$ cat src/rtl/cmd_tx_serializer.sv
// Command-path serializer: 16-bit frames shifted MSB first onto CMD, with sync-word idle fill and forced sync.
// Optional build macro CMD_TX_CNT_EN adds the DATA_CNT loaded-data-frame counter output.
module cmd_tx_serializer #(
   parameter logic [15:0] SYNC_WORD     = 16'h817E,
   parameter int unsigned SYNC_INTERVAL = 32
) (
   input  logic        CMD_CLK,
   input  logic        RESETB,
   input  logic        EN,
   input  logic [15:0] FRAME_DATA,
   input  logic        FRAME_VALID,
   output logic        FRAME_READY,
   output logic        CMD,
   output logic        TX_BUSY,
   output logic        SYNC_PULSE
`ifdef CMD_TX_CNT_EN
   ,
   output logic [15:0] DATA_CNT
`endif
);

   // A zero interval still needs a one-bit run counter even though forcing is disabled.
   localparam int unsigned      RUN_W         = (SYNC_INTERVAL == 0) ? 1 : $clog2(SYNC_INTERVAL + 1);
   localparam logic [RUN_W-1:0] RUN_LIMIT     = RUN_W'(SYNC_INTERVAL);
   localparam logic [RUN_W-1:0] RUN_MAX       = {RUN_W{1'b1}};
   localparam logic             FORCE_SYNC_EN = (SYNC_INTERVAL != 0);

   logic [15:0]      shifter_r;
   logic [3:0]       bit_cnt_r;
   logic [15:0]      hold_r;
   logic             hold_valid_r;
   logic [RUN_W-1:0] data_run_r;
   logic             shifter_is_data_r;
   logic             sync_pulse_r;

   logic boundary_s;
   logic run_limit_hit_s;
   logic load_data_s;
   logic accept_s;

   // Frame boundary decision and handshake acceptance.
   always_comb begin
      boundary_s      = (bit_cnt_r == 4'd15);
      run_limit_hit_s = FORCE_SYNC_EN && (data_run_r == RUN_LIMIT);
      load_data_s     = boundary_s && hold_valid_r && EN && !run_limit_hit_s;
      accept_s        = FRAME_VALID && (!hold_valid_r || load_data_s);
   end

   // Shifter, bit counter and sync-pulse generation; the pulse is registered so it lines up with bit 0.
   always_ff @(posedge CMD_CLK or negedge RESETB) begin
      if (!RESETB) begin
         shifter_r         <= SYNC_WORD;
         bit_cnt_r         <= 4'd0;
         shifter_is_data_r <= 1'b0;
         sync_pulse_r      <= 1'b0;
      end else begin
         bit_cnt_r <= bit_cnt_r + 4'd1;
         if (boundary_s) begin
            if (load_data_s) begin
               shifter_r         <= hold_r;
               shifter_is_data_r <= 1'b1;
               sync_pulse_r      <= 1'b0;
            end else begin
               shifter_r         <= SYNC_WORD;
               shifter_is_data_r <= 1'b0;
               sync_pulse_r      <= 1'b1;
            end
         end else begin
            shifter_r    <= {shifter_r[14:0], 1'b0};
            sync_pulse_r <= 1'b0;
         end
      end
   end

   // Consecutive data-frame run length; saturates so it can never wrap back under the limit.
   always_ff @(posedge CMD_CLK or negedge RESETB) begin
      if (!RESETB) begin
         data_run_r <= '0;
      end else if (load_data_s) begin
         if (data_run_r != RUN_MAX) begin
            data_run_r <= data_run_r + RUN_W'(1);
         end else begin
            data_run_r <= data_run_r;
         end
      end else if (boundary_s) begin
         data_run_r <= '0;
      end else begin
         data_run_r <= data_run_r;
      end
   end

   // Single-entry holding register; an accept on a load edge keeps the entry occupied.
   always_ff @(posedge CMD_CLK or negedge RESETB) begin
      if (!RESETB) begin
         hold_r       <= 16'h0000;
         hold_valid_r <= 1'b0;
      end else if (accept_s) begin
         hold_r       <= FRAME_DATA;
         hold_valid_r <= 1'b1;
      end else if (load_data_s) begin
         hold_valid_r <= 1'b0;
      end else begin
         hold_valid_r <= hold_valid_r;
      end
   end

`ifdef CMD_TX_CNT_EN
   logic [15:0] data_cnt_r;

   // Saturating count of data frames loaded into the shifter.
   always_ff @(posedge CMD_CLK or negedge RESETB) begin
      if (!RESETB) begin
         data_cnt_r <= 16'h0000;
      end else if (load_data_s && (data_cnt_r != 16'hFFFF)) begin
         data_cnt_r <= data_cnt_r + 16'd1;
      end else begin
         data_cnt_r <= data_cnt_r;
      end
   end

   assign DATA_CNT = data_cnt_r;
`endif

   assign CMD         = shifter_r[15];
   assign SYNC_PULSE  = sync_pulse_r;
   assign TX_BUSY     = hold_valid_r | shifter_is_data_r;
   assign FRAME_READY = !hold_valid_r | load_data_s;

endmodule

$ cat config.mk
export PLATFORM = sky130hd
export DESIGN_NAME = cmd_tx_serializer
export DESIGN_NICKNAME = d
export VERILOG_FILES = /design/src/rtl/cmd_tx_serializer.sv
export SDC_FILE = /design/constraint.sdc
export NUM_CORES = 1
export LEC_CHECK = 0
export CAP_MARGIN = 20
export CORE_AREA = 3 3 62 64
export DETAILED_ROUTE_END_ITERATION = 10
export DIE_AREA = 0 0 65 67
export GPL_TIMING_DRIVEN = 1
export PLACE_DENSITY = 0.8
export RECOVER_POWER = 50
export SYNTH_ARGS = -nofsm -noshare
export SYNTH_HDL_FRONTEND = slang
export SYNTH_SLANG_ARGS = --single-unit
export TNS_END_PERCENT = 1
$ cat constraint.sdc
create_clock -name CMD_CLK -period 5.25 [get_ports CMD_CLK]
set_input_delay 0.525 -clock CMD_CLK [delete_from_list [all_inputs] [get_ports CMD_CLK]]
set_output_delay 0.525 -clock CMD_CLK [all_outputs]
set_load 0.05 [all_outputs]
Yosys cells after proc, flatten, opt, wreduce, memory -nomap -nowiden
Index checks and enable logic that the tools add are counted.

Eq/ne operators: 4. Reduce and logical (&&, ||, !) cells: 10. Bitwise operators: 2. Multiplexer cells: 10. $add $sub $neg: 2.

Operator list (number): two-way mux 16 bit (2); two-way mux 6 bit (3); adder 6 x 1 -> 6 bit, second input constant (1); == test 6 bit, second input constant (1); != test 6 bit, second input constant (1); two-way mux 1 bit (5); adder 4 x 1 -> 4 bit, second input constant (1); == test 4 bit, second input constant (1); logical AND 1 bit (4); nonzero test 2 bit (2); logical NOT 1 bit (2); != test 2 x 1 -> 1 bit, second input constant (1); OR 1 bit (2); AND reduction 2 bit (1); logical OR 1 bit (1).

Output and inout bits: 4. Flip-flop bits (word level): 45.

Logic depth before layout (Yosys ltp)
Depth in word-level cells: 7. Depth in mapped cells: 7. Depth with buffers taken out: 6.

Least setup slack after synthesis
OpenSTA, ideal clock, no wires.

Path kind: register to output. Start: register data_run_r[0]. End: output port FRAME_READY. Buffers on the path: 0. Data arrival time: 1.987 ns. Path slack: 2.738 ns. Cell stages (with the launch flop): 6. Cell sequence: dfrtp_1 -> inv_1 -> ha_1 -> nand4bb_4 -> o21ai_4 -> o21ai_0.

Word-level cells in the longest chain between the ends: 4.

RTL lines: start, declared (RTL line 32) `logic [RUN_W-1:0] data_run_r;`; start signal, assigned (RTL line 81) `data_run_r <= data_run_r + RUN_W'(1);`; start signal, assigned (RTL line 83) `data_run_r <= data_run_r;`; start signal, assigned (RTL line 88) `data_run_r <= data_run_r;`; == test 6 bit (RTL line 44) `run_limit_hit_s = FORCE_SYNC_EN && (data_run_r == RUN_LIMIT);`; logical NOT 1 bit (RTL line 45) `load_data_s = boundary_s && hold_valid_r && EN && !run_limit_hit_s;`; logical AND 1 bit (RTL line 45); OR 1 bit (RTL line 127) `assign FRAME_READY = !hold_valid_r | load_data_s;`; end, declared (RTL line 12) `output logic FRAME_READY,`.

No other way between the ends.

Final worst setup path
Start: register bit_cnt_r[0]. End: output port FRAME_READY.

Word-level cells in the longest chain between the ends: 5.

RTL lines: start, declared (RTL line 29) `logic [3:0] bit_cnt_r;`; start signal, assigned (RTL line 57) `bit_cnt_r <= bit_cnt_r + 4'd1;`; == test 4 bit (RTL line 43) `boundary_s = (bit_cnt_r == 4'd15);`; logical AND 1 bit (3 in series) (RTL line 45); OR 1 bit (RTL line 127).

No other way between the ends.

==> impl_metrics.yaml <==
global_route:
  grtUsageTotal_pct: 17.2
  use_met3_pct: 4.38
  grt.busiest_layer: "met2"
  grt_overflow: 0
  antenna_found_initial: 0
  grt_pass1_vias: 1169
  grt.met2_usage_pct: 27.8
  grt_pass1_wl_um: 5420
  grt_max_degree: 46
  use_met1_pct: 21.0
die:
  design.core.area_sq_um: 3340
  dieHeight_um: 67
  die_x_um: 65
  top_level_ports: 24
  rows: 21
  dieArea_sq_um: 4360
  initial_core_util_pct: 56.6
placement:
  port_buffers: 23
  dp_cells: 203
  gp_congestion: 0.701
  hpwl_um: 2360
  dpl_worst_slack_ns: 2.60
routing:
  drtPass1Iterations: 4
  viasPerCell: 5.48
  vias: 1157
  drt-initial-drc-count: 97
  drc: 0
  wl_per_cell_um: 15.7
  ant_nets: 0
  wirelength_um: 3310
hold_path:
  hold_depth: 1
  min_path_type: "reg2reg"
  hold_start: "bit_cnt_r[0]"
  whs_endpoint: "bit_cnt_r[0]"
worst_setup_path:
  critPathBufInv: 1
  critPathMaxFanout: 12
  worstSetupPathType: "reg2out"
  regToRegStartpoint: "bit_cnt_r[0]"
  r2r_cells: 5
  cp.arrival_ns: 2.51
  start_kind: "register"
  crit_slowest_cell: "clkdlybuf4s50_1"
  cp.required_ns: 4.72
  cp_top_family: "buffers and inverters"
  r2r_slack_ns: 3.09
  crit_chain: "ha_1 > and3_2 > o21ai_4 > o21ai_0 > clkdlybuf4s50_1"
  r2r_end: "hold_r[6]"
  slowest_delay_ns: 0.84
  critPathCaptureType: "primary output"
cells_and_area:
  syn_to_final_growth_pct: 16.7
  fill_cells: 257
  final-seq-area_sq_um: 1140
  multiInputGateArea_sq_um: 699
  final_common_cell: "dfrtp_1"
  finalNetCount: 187
  drive_above_1_share_pct: 24.2
  antennaDiodeCount: 0
  fin_cells: 211
  final_cell_mix: "dfrtp_1, clkdlybuf4s50_1, nand2_1"
synthesis:
  synth_cells: 139
  yosysUniqueCellTypes: 31
  syn_avg_cell_area_sq_um: 13.6
  synthesis.nets: 162
  yosys-top-cells-area: "dfrtp_1, dfstp_2, mux2_4"
  ys_seq_area_share_pct: 60.1
  yosys.area.top_type: "dfrtp_1"
  ys_ff_latch: 45
  yosys_warnings: 0
  mappedNetlistArea_sq_um: 1890
  yosysTopAreaCellShare_pct: 49.0
run_status:
  violations: "capacitance limit, slew limit"
  outcome: "finished, violations left"
pwr:
  seqPwrFrac_pct: 61.3
  p_comb_share_pct: 12.1
  clockPowerShare_pct: 26.5
  power_density_nw_per_um2: 303
  intPower_mw: 0.506
  switching_share_pct: 24.1
  power_mw: 0.667
  p_leak_nw: 0.959
  peakVddDrop_uv: 208
  p_switching_mw: 0.161
cts:
  clockBufferDepth: 2
  cts_setup_buffers: 0
  cts_resized: 0
  cts_hold_buf: 0
  tritoncts: "done"
  cts_root_buf: "clkbuf_4"
  worst_skew_pair.late_latency_ns: 0.36
  cts_made_buffers: 5
  cts.sink_count: 45
  clk_pin_slew_ns: 0.13
  htreeDepth: 2
sta:
  fin_skew_ns: 0.00824
  final-hold-violation-count: 0
  setup_viol: 0
  setup_slack_ns: 2.22
  fmax_mhz: 330
  rsz0062_at_grt: "no"
  finalMaxSlewViolations: 46
  min_period_over_period_pct: 57.7
  fin_setup_tns_ns: 0
  slew-limit-headroom_pct: -50.7
  tightest_slew_ns: 2.26
  period_needed_ns: 3.03
  holdWs_ns: 0.472
run:
  maxCapViolations: 1
## power by group through the flow
stage | combinational, mW | sequential, mW | clock [mW]
final | 0.0810 | 0.409 | 0.177
after global routing | 0.0883 | 0.414 | 0.192
after global placement | 0.0787 | 0.413 | 0
after CTS | 0.0828 | 0.410 | 0.180
after floorplan | 0.0506 | 0.411 | 0
after detailed placement | 0.0827 | 0.416 | 0
## worst reg2reg max path: stages (launching register included)
cell	delay, ns
dfrtp_1	0.40
ha_1	0.21
and3_2	0.36
o21ai_4	0.12
o22ai_4	0.56
mux2_2	0.41
## final cells by class
cell class,count,share of cell area (%)
well taps,46,2.61
repair buffers,23,10.2
multi-input cells,83,31.7
clock buffers,6,2.33
clock inverters,2,0.624
flip-flops and latches,45,51.5
inverters,6,1.02
## logic make-up after synthesis
family,Yosys count,synth area share [%]
DFF,45,60.1
and+or+nand+nor,32,9.47
xor gates and xnor gates,2,0.927
AOI/OAI and AO/OA,30,13.1
muxes,16,11.5
adders and majority gates,3,1.99
buffers and inverters,11,2.85
## synthesized netlist by cell type
master / instances
o21ai_4: 1
nand3_1: 7
nor2_1: 4
xnor2_1: 1
buf_6: 1
a21o_2: 1
dfstp_2: 8
mux2_4: 10
nand4bb_4: 1
o21ai_0: 6
ha_1: 3
o22a_1: 8
dfrtp_1: 37
and2_1: 2
or2_2: 3
inv_1: 6
nor4_1: 1
o22ai_4: 1
mux2_2: 6
a21oi_1: 2
xor2_1: 1
a22oi_1: 1
buf_2: 3
o31ai_1: 1
nand3b_1: 2
a31oi_1: 1
nand2_1: 11
and3_2: 1
o211a_1: 1
clkbuf_2: 1
a22o_1: 7
## sequential cells by signal (all words and copies together), names as in the netlist
signal,count
hold_r,16
hold_valid_r,1
data_run_r,6
shifter_is_data_r,1
bit_cnt_r,4
shifter_r,16
SYNC_PULSE,1
## layer usage
| layer | vias up | share of wire (%) |
|---|---|---|
| li1 | 545 | - |
| met1 | 581 | 43 |
| met3 | 6 | 4.0 |
| met5 | - | 0 |
| met4 | 0 | 1.2 |
| met2 | 25 | 52 |
## worst max-delay path by stage
| stage | from | end | slack, ns | cells past startpoint |
|---|---|---|---|---|
| after floorplan | data_run_r[0] | FRAME_READY | 2.74 | 5 |
| after global placement | EN | FRAME_READY | 2.60 | 4 |
| after detailed placement | EN | FRAME_READY | 2.60 | 4 |
| after CTS | bit_cnt_r[0] | FRAME_READY | 2.21 | 5 |
| after global routing | bit_cnt_r[0] | FRAME_READY | 2.06 | 5 |
| final | bit_cnt_r[0] | FRAME_READY | 2.22 | 5 |
## stage by stage
stage,util [%],area [sq um]
after CTS,66.1,2210
final,66.1,2200
after global placement,64.2,2140
after detailed placement,64.2,2140
after floorplan,-,1890
after global routing,66.1,2200
(Power assumes the default switching activity.)
